`config.mk`:
```
export PLATFORM = sky130hd
export DESIGN_NAME = water
export DESIGN_NICKNAME = d
export VERILOG_FILES = /design/src/rtl/water.sv
export SDC_FILE = /design/constraint.sdc
export NUM_CORES = 1
export LEC_CHECK = 0
export CORE_ASPECT_RATIO = 0.75
export CORE_MARGIN = 2
export CORE_UTILIZATION = 40
export CTS_CLUSTER_DIAMETER = 120
export DETAILED_ROUTE_END_ITERATION = 12
export PLACE_DENSITY = 0.64
export SLEW_MARGIN = 25
export SYNTH_ARGS = -nofsm -noshare
export SYNTH_HDL_FRONTEND = slang
export SYNTH_SLANG_ARGS = --single-unit
```
`constraint.sdc`:
```
create_clock -name CLK -period 2 [get_ports CLK]
set_input_delay 0.3 -clock CLK [delete_from_list [all_inputs] [get_ports CLK]]
set_output_delay 0.3 -clock CLK [all_outputs]
set_load 0.03 [all_outputs]
```
`src/rtl/water.sv`:
```
// Irrigation controller: sprinkler valve and tank refill pump, each with level hysteresis,
// plus dry-run protection and a sticky pump-timeout fault.
module water #(
  parameter logic [7:0]  MOIST_LOW     = 8'd80,
  parameter logic [7:0]  MOIST_HIGH    = 8'd120,
  parameter int unsigned MIN_ON_CYCLES = 0,
  parameter int unsigned PUMP_TIMEOUT  = 1000
) (
  input  logic [7:0] Moisture_sensor,
  input  logic [1:0] Water_sensor,
  input  logic       CLK,
  output logic       Pump,
  output logic       Sprinkler,
  input  logic       Reset
);

  // state | meaning
  // SPR_OFF    | sprinkler valve closed
  // SPR_ON     | sprinkler valve open, hold counter running
  // PUMP_IDLE  | pump off, tank level adequate
  // PUMP_FILL  | pump refilling, run counter running
  // PUMP_FAULT | pump ran too long; off until reset

  localparam int HOLD_W = (MIN_ON_CYCLES > 0) ? $clog2(MIN_ON_CYCLES + 1) : 1;
  localparam int RUN_W  = (PUMP_TIMEOUT > 0)  ? $clog2(PUMP_TIMEOUT + 1)  : 1;
  localparam logic [HOLD_W-1:0] HOLD_MAX = HOLD_W'(MIN_ON_CYCLES);
  localparam logic [RUN_W-1:0]  RUN_MAX  = RUN_W'(PUMP_TIMEOUT);

  typedef enum logic {SPR_OFF, SPR_ON} spr_state_t;
  typedef enum logic [1:0] {PUMP_IDLE, PUMP_FILL, PUMP_FAULT} pump_state_t;

  spr_state_t        spr_state, spr_next;
  pump_state_t       pump_state, pump_next;
  logic [HOLD_W-1:0] hold_cnt, hold_next;
  logic [RUN_W-1:0]  run_cnt, run_next;

  logic tank_empty, tank_full, tank_low, soil_dry, soil_wet;
  logic hold_done, run_sat, timeout_hit;

  assign tank_empty = (Water_sensor == 2'b00);
  assign tank_full  = (Water_sensor == 2'b11);
  assign tank_low   = ~Water_sensor[1];
  assign soil_dry   = (Moisture_sensor < MOIST_LOW);
  assign soil_wet   = (Moisture_sensor >= MOIST_HIGH);

  // Hold counter saturates at MIN_ON_CYCLES, so equality means the minimum on-time has elapsed.
  assign hold_done   = (hold_cnt == HOLD_MAX);
  assign run_sat     = (PUMP_TIMEOUT == 0) || (run_cnt == RUN_MAX);
  assign timeout_hit = (PUMP_TIMEOUT != 0) && (run_cnt == RUN_MAX - 1'b1);

  always_ff @(posedge CLK) begin
    if (!Reset) begin
      spr_state  <= SPR_OFF;
      pump_state <= PUMP_IDLE;
      hold_cnt   <= '0;
      run_cnt    <= '0;
    end else begin
      spr_state  <= spr_next;
      pump_state <= pump_next;
      hold_cnt   <= hold_next;
      run_cnt    <= run_next;
    end
  end

  always_comb begin
    spr_next  = spr_state;
    hold_next = hold_cnt;
    case (spr_state)
      SPR_OFF: begin
        if (soil_dry && !tank_empty) begin
          spr_next  = SPR_ON;
          hold_next = '0;
        end
      end
      SPR_ON: begin
        // Dry-run protection overrides the minimum on-time.
        if (tank_empty) begin
          spr_next = SPR_OFF;
        end else if (soil_wet && hold_done) begin
          spr_next = SPR_OFF;
        end else if (!hold_done) begin
          hold_next = hold_cnt + 1'b1;
        end
      end
      default: spr_next = SPR_OFF;
    endcase
  end

  always_comb begin
    pump_next = pump_state;
    run_next  = run_cnt;
    case (pump_state)
      PUMP_IDLE: begin
        if (tank_low) begin
          pump_next = PUMP_FILL;
          run_next  = '0;
        end
      end
      PUMP_FILL: begin
        // A full tank stops the pump even on the cycle the timeout would expire.
        if (tank_full) begin
          pump_next = PUMP_IDLE;
        end else begin
          if (!run_sat) run_next = run_cnt + 1'b1;
          if (timeout_hit) pump_next = PUMP_FAULT;
        end
      end
      PUMP_FAULT: pump_next = PUMP_FAULT;
      default:    pump_next = PUMP_IDLE;
    endcase
  end

  assign Sprinkler = (spr_state == SPR_ON);
  assign Pump      = (pump_state == PUMP_FILL);

endmodule

```
Word level (Yosys, flattened, before mapping):

Cells that the tools add are included.

* register bits after elaboration: 14
* latch bits: 0
* bits in writable memories: 0
* ROM bits: 0
* input bits: 12
* output and inout bits: 2
* word-level logic and storage cells: 48
* memories: 0

* add/subtract/negate cells: 2
* $mul: 0
* div/mod/pow operators: 0
* $lt $le $gt $ge: 2
* equality and inequality tests: 12
* shift operators: 0
* multiplexer cells: 17
* bitwise gates (word level): 2
* reductions and logical operators: 9

Operators by type and width (count)
* $mux 10: 3
* $eq 10x10->1 const B: 2
* $pmux 10 s2: 1
* $ne 2x2->1 const B: 6
* $add 10x1->10 const B: 1
* $ge 8x7->1 const B: 1
* $lt 8x7->1 const B: 1
* $mux 1: 7
* $mux 2: 3
* $pmux 2 s3: 1
* $eq 2x2->1 const B: 2
* $logic_not 2->1: 2
* $pmux 1 s2: 2
* $reduce_and 4->1: 1
* $ne 3x1->1 const B: 1
* $reduce_and 3->1: 1
* $eq 2x1->1 const B: 1
* $logic_and 1x1->1: 2
* $not 1->1: 2
* $reduce_and 2->1: 1
* $reduce_bool 2->1: 1
* $add 1x1->1 const B: 1
* $logic_not 1->1: 1

Logic depth before layout (Yosys ltp):

* word-level depth: 5
* gate-level depth with buffers: 6
* gate-level depth less buffers: 6

Least setup slack after synthesis:

Ideal clock, no wire load.

* kind: reg-to-reg
* start: register run_cnt[0]
* end: register run_cnt[2]
* library setup time: 72 ps
* arrival: 1385 ps
* data required time: 1928 ps
* setup slack: 543 ps
* cell stages (with the launch flop): 7
* buffers on the path: 0
* period minus slack after synthesis: 1457 ps
* cells stage by stage: dfxtp_1 -> inv_1 -> ha_1 -> nand3b_2 -> nor3_2 -> or4b_1 -> a21oi_1

* word-level cells in the longest chain between the ends: 4
* elaborated cells on any way between the ends: 7
* those cells by class: 1 x add/sub; 2 x eq/ne; 3 x mux; 1 x reduce/logical

Ends and longest elaborated chain
* from (decl): line 35 `logic [RUN_W-1:0] run_cnt, run_next;`
* from (signal assigned): line 61 `run_cnt <= run_next;`
* $add 10x1->10: line 104 `if (!run_sat) run_next = run_cnt + 1'b1;`
* $mux 10: line 104
* $mux 10: line 101 `if (tank_full) begin`
* $pmux 10 s2: line 92 `case (pump_state)`

Parallel ways exist; a longest one is shown, timed or not. The select of a mux whose other input is x is not followed.
A chain may end at the register's enable or synchronous reset.

Worst setup path in the final report:

* start: register pump_state[0]
* end: output Pump

* word-level cells in the longest chain between the ends: 1

Ends and longest elaborated chain
* from (decl): line 33 `pump_state_t pump_state, pump_next;`
* from (signal assigned): line 59 `pump_state <= pump_next;`
* $eq 2x1->1: line 114 `assign Pump = (pump_state == PUMP_FILL);`
* to (decl): line 12 `output logic Pump,`

No other way between the ends.

==> impl_results.md <==
* CTS Hold Bufs at 0
* Post-DP Area at 926 um2
* Syn Nets at 105
* CTS sink cnt at 13
* Most frequent cells after synthesis: dfxtp_1, nand2_1, nor2_1, o21ai_0, nand3_1
* Fraction of layout cells with a size suffix above 1 at 17.9%
* Area growth, synth to finish at 21.2%
* Adder-cell share of the synthesized area at 3.18%
* Dominant cell type by area after synthesis: dfxtp_1
* DR DRC count at 0
* Simple-gate share of the synthesized area at 34.1%
* I/O pins at 14
* Top FF cell, synth: dfxtp_1
* Comb pwr share at 14.4%
* Post-cts sizing count at 0
* Outcome: complete, no violations
* Top-count cell post-synth: dfxtp_1
* Peak VDD IR at 0.528 mV
* Initial DRC count at 35
* EDFF count, synth at 0
* Yosys warnings at 0
* CP arrival at 1.60 ns
* Worst Hold Depth at 2
* Nets at 121
* Critical Path Start: pump_state[0]
* Post-synthesis compound-gate area fraction at 25.3%
* First-pass GRT wire length at 3.29 mm
* Die Span X at 55.2 um
* Netlist cell types at 36
* Area share of xor/xnor cells in the synthesized design at 0%
* Vias post-DR at 751
* DP Wirelength at 1.42 mm
* CTS tree: yes
* Sw frac at 25.8%
* Delay-heaviest family, CP: buffers and inverters
* Gpl congestion at 0.867
* Worst slew margin at 74.3%
* TritonCTS Buffers at 3
* Synthesized area per cell at 8.63 um2
* Synth top area share at 33.1%
* Final period util at 94.9%
* Synth Register Bits at 13
* Crit path max fanout at 8
* Die Y at 42.4 um
* Vias in the first global route at 684
* Critical Path End Type: output pin
* IO buf count at 10
* Crit path cell chain: nand2b_4 -> clkinv_2 -> clkdlybuf4s50_1
* Instance count on the critical path at 3
* Setup TNS at 0 ns
* # rows at 13
* Total track usage at 19.9%
* Drt first pass iters at 4
* H-tree level count at 1
* Final min period at 1.90 ns
* Critical Path RT at 1.70 ns
* Crit-path slowest cell: clkdlybuf4s50_1
* RSZ-0062 raised after global routing: false
* Max incr delay on CP at 0.68 ns
* R2R cell count at 6
* Slew Limit Fails at 0
* Congestion Overflow GR at 0
* Switching Power at 130 uW
* Cell internal pwr at 374 uW
* Clock power frac at 32.6%
* Hold Crit Endpoint: run_cnt[1]
* Antenna Violating Nets Remaining at 0
* Final setup fails at 0
* Core ar. at 1790 um2
* Worst R2R End: run_cnt[5]
* Worst r2r src: run_cnt[0]
* PwrDens at 529 nW/um2
* Clk pin slew, worst setup/hold paths at 0.08 ns
* Vias per cell at 5.87
* Worst Max-Slew Pin Slew at 0.376 ns
* Final Hold Violating Endpoints at 0
* Post-synthesis sequential area ratio at 33.1%
* Crit path buf inv count at 2
* Largest net degree at the start of global routing at 11
* R2R Setup Slk at 0.40 ns
* WL/cell at 14.7 um
* Antenna violations before repair at 0
* CTS Buffer Depth at 2
* Mux contribution to synthesized area at 0%
* Design Area, Final at 952 um2
* Initial core utilization at 43.9%
* Synth top area cells: dfxtp_1, o221a_2, o21ai_0
* Total routed wirelength at 1.89 mm
* Hold crit path type: reg -> reg
* CP Launch Type: flop
* Max Freq at 527 MHz
* Post-synthesis cell area at 786 um2
* Clock Tree Root: clkbuf_4
* Largest family of logic cells by synthesized area: simple AND/OR/NAND/NOR gates
* ANT cells at 0
* Post-CTS setup buffer count at 0
* Max_cap viols at 0
* Seq pwr share at 53.0%
* Crit Path Class: reg -> out
* DIE AREA at 2340 um2
* Worst skew pair latency at 0.27 ns
* Leak at 0.320 nW
* HP Start: run_cnt[1]
* Mapped Cells at 91
* Clock skew at 0.00362 ns
* Ys async rst share at 0%
-- logic make-up after synthesis --
| group | count (synthesis) |
|---|---|
| AOI/OAI and AO/OA | 27 |
| and+or+nand+nor | 41 |
| buffers and inverters | 8 |
| DFF | 13 |
| adders and majority gates | 2 |
-- final cells by class --
cell class                 instances  area (um2)
clock buffer                       4        26.3
fill                             183         837
inverter                           6        23.8
multi-input combinational         70         492
sequential                        13         260
tap                               22        27.5
timing repair buffer              13         123
-- worst register-to-register path, cell delays in order, from the launching register on --
cell      delay, ns
dfxtp_1        0.37
inv_1          0.08
ha_1           0.22
nand3b_2       0.12
nor3_2         0.08
nand2b_1       0.21
o41ai_1        0.40
-- routing by layer --
layer  track usage, %  wire length, um  vias to the layer above  part of all wire, %
met4             5.37               20                        0                  1.1
met1             30.0              935                      341                   50
met3             7.86              122                        2                  6.5
met2             25.7              807                       27                   43
li1                 -                -                      381                    -
met5                0                0                        -                    0
-- cells in the final DEF (no fill, tap or decap), types with 2 or more instances in the layout --
master            n
a31oi_1           2
nor4_1            3
inv_1             4
dfxtp_1          13
nand4_1           2
a21oi_1           3
clkbuf_4          3
nand2b_4          2
nand2_1           9
clkdlybuf4s50_1  10
nand2b_1          2
o221a_2           4
nand3_1           6
nor2_1            7
a211oi_1          2
o21ai_0           7
o41ai_1           2
buf_4             3
ha_1              2
-- state kept, by name, indices dropped and copies added (netlist names) --
signal,flops
Sprinkler,1
run_cnt,10
pump_state,2
-- metrics by stage --
stage / cells / hold WS, ns / util, % / power, mW / setup slack (ns)
6_report: 128 / 0.527 / 53.2 / 0.504 / 0.103
5_1_grt: 128 / 0.577 / 53.2 / 0.526 / 0.0282
4_1_cts: 128 / 0.531 / 53.2 / 0.506 / 0.0906
3_5_place_dp: 124 / 0.519 / 51.7 / 0.345 / 0.129
3_3_place_gp: 124 / 0.512 / 51.7 / 0.344 / 0.151
2_1_floorplan: 91 / 0.383 / - / 0.307 / 0.543
-- power groups by stage --
stage,Combinational [mW],Clock (mW),Sequential [mW]
finish,0.0726,0.164,0.267
global route,0.0811,0.178,0.268
CTS,0.0726,0.167,0.267
detailed placement,0.0722,0,0.273
global placement,0.0710,0,0.273
floorplan,0.0325,0,0.275
-- how the worst max path moves through the flow --
stage / end / slack [ns]
2_1_floorplan: run_cnt[2] / 0.54
3_3_place_gp: run_cnt[6] / 0.15
3_5_place_dp: run_cnt[6] / 0.13
4_1_cts: Pump / 0.09
5_1_grt: Pump / 0.03
6_report: Pump / 0.10
(Power assumes the default switching activity.)
==> RTL change (config.mk and constraints unchanged) <==
Reset style: asynchronous (`Reset`), changed in one clocked block.
--- a/src/rtl/water.sv
+++ b/src/rtl/water.sv
@@ -48,7 +48,7 @@
   assign run_sat     = (PUMP_TIMEOUT == 0) || (run_cnt == RUN_MAX);
   assign timeout_hit = (PUMP_TIMEOUT != 0) && (run_cnt == RUN_MAX - 1'b1);
 
-  always_ff @(posedge CLK) begin
+  always_ff @(posedge CLK or negedge Reset) begin
     if (!Reset) begin
       spr_state  <= SPR_OFF;
       pump_state <= PUMP_IDLE;
Behaviour: differs if Reset is asserted again (counterexample within 4 cycles, from zero or initial values and one cycle with Reset low); with Reset held inactive, the same outputs for 10 cycles.
==> RTL change against the original RTL <==
Clock skew rose by 0.0073 ns; setup slack improved by 0.15 ns; wire length fell by 13%; sequential cell count did not move; first-iteration DRC count fell by 60%; final area fell by 1.3%; power rose by 28%; synthesized area fell by 1.4%; critical path depth rose by 2; count of clock-buffer cells in the layout fell by 1; critical endpoint is now run_cnt[8].
==> RTL change: results (changes against the original RTL) <==
* Worst min path class: in2async
* Pre-CTS WS at 0.120 ns (-0.00910 ns)
* Count of cell types in the netlist at 35 (-2.8%)
* Logic power comb at 0.135 mW (+86%)
* Clock power share at 25.8% (-6.8 points)
* Main synth FF type: dfrtp_1
* Fmax at 574 MHz (+8.8%)
* Total wire length at 1.65 mm (-13%)
* Final Net Count at 104 (-14%)
* Kind of critical path: reg2reg
* R2R cell count at 5 (-1)
* Worst R2R Start: run_cnt[0]
* Crit-path max cell delay at 0.43 ns (-0.25 ns)
* Multi-input combinational gate total at 57 (-19%)
* Non-clk buf share at 12.5% (-0.36 points)
* Vias in the first global route at 642 (-6.1%)
* Worst path slowest cell: dfrtp_1
* Clock skew at 0.0109 ns (+0.00727 ns)
* Post-route cell area at 940 µm² (-1.3%)
* Layout clock area frac at 2.93% (+0.17 points)
* Outcome: finished clean
* Vias per cell at 5.91 (+0.73%)
* Pwr dens at 688 nW/µm² (+30%)
* Cell family with the largest share of critical-path delay: simple AND/OR/NAND/NOR gates
* VDD IR max at 0.430 mV (-19%)
* Critical Path Source: run_cnt[0]
* DP Wirelength at 1.24 mm (-13%)
* Psw at 0.207 mW (+59%)
* R2R Path End: run_cnt[8]
* Core box area at 1770 µm² (-0.91%)
* Syn_area_per_cell at 10.5 µm² (+21%)
* Postcts setup bufs at 0 (unchanged)
* Placed cell areas at 910 µm² (-1.8%)
* Via count at 656 (-13%)
* Relative slew margins at 61.2% (-13 points)
* Signal inverters at 3 (-3)
* Layout cells sized above 1 at 13.5% (-4.4 points)
* DRT iter0 DRCs at 14 (-60%)
* Post-synth net total at 88 (-16%)
* Filler cells at 171 (-6.6%)
* Maximum number of pins on one net before global-route repair at 14 (+3)
* Reg2Reg Setup Slack at 0.26 ns (-0.14 ns)
* Gr usage total at 17.2% (-2.7 points)
* GPL Wtd Cong at 0.777 (-10%)
* Leakage Power at 0.437 nW (+37%)
* Count of plain and timing-repair buffers in the layout at 12 (-1)
* Sequential area share after synthesis at 42.0% (+8.9 points)
* Global-route wire length before repair at 2.86 mm (-13%)
* Async SR Flop Fraction at 100% (+100 points)
* Crit Path Max Fanout at 5 (-3)
* Most frequent cells after synthesis: dfrtp_1 (13), nand2_1 (9), a221o_1 (4), nor3_1 (4)
* Placed Instances at 107 (-14%)
-- RTL change: timing repair --
item                                    4_1_cts  5_1_grt
endpoints found under the setup margin        0        1
hold buffers                                  0        0
gates resized for setup                       0        1
endpoints found under the hold margin         0        0
-- RTL change: metal layers --
metal,vias up,track usage (%),routed length (µm),share of wire (%)
li1,317,-,-,-
met1,309,22.0,739,45
met2,25,26.4,760,46
met3,5,5.71,124,7.5
met4,0,6.50,23,1.4
met5,-,0,0,0
-- RTL change: kinds of logic (layout without fill, tap and decap cells) --
logic type / Yosys count / after routing / share of synthesized area, %
flip-flops: 13 / 13 / 42.0
adder cells (fa/ha/maj): 2 / 2 / 3.23
multiplexers: 1 / 1 / 1.45
buffers and inverters: 4 / 19 / 2.42
AND/OR/NAND/NOR: 34 / 34 / 28.6
XOR/XNOR: 2 / 2 / 2.26
AO/OA/AOI/OAI: 18 / 18 / 20.0
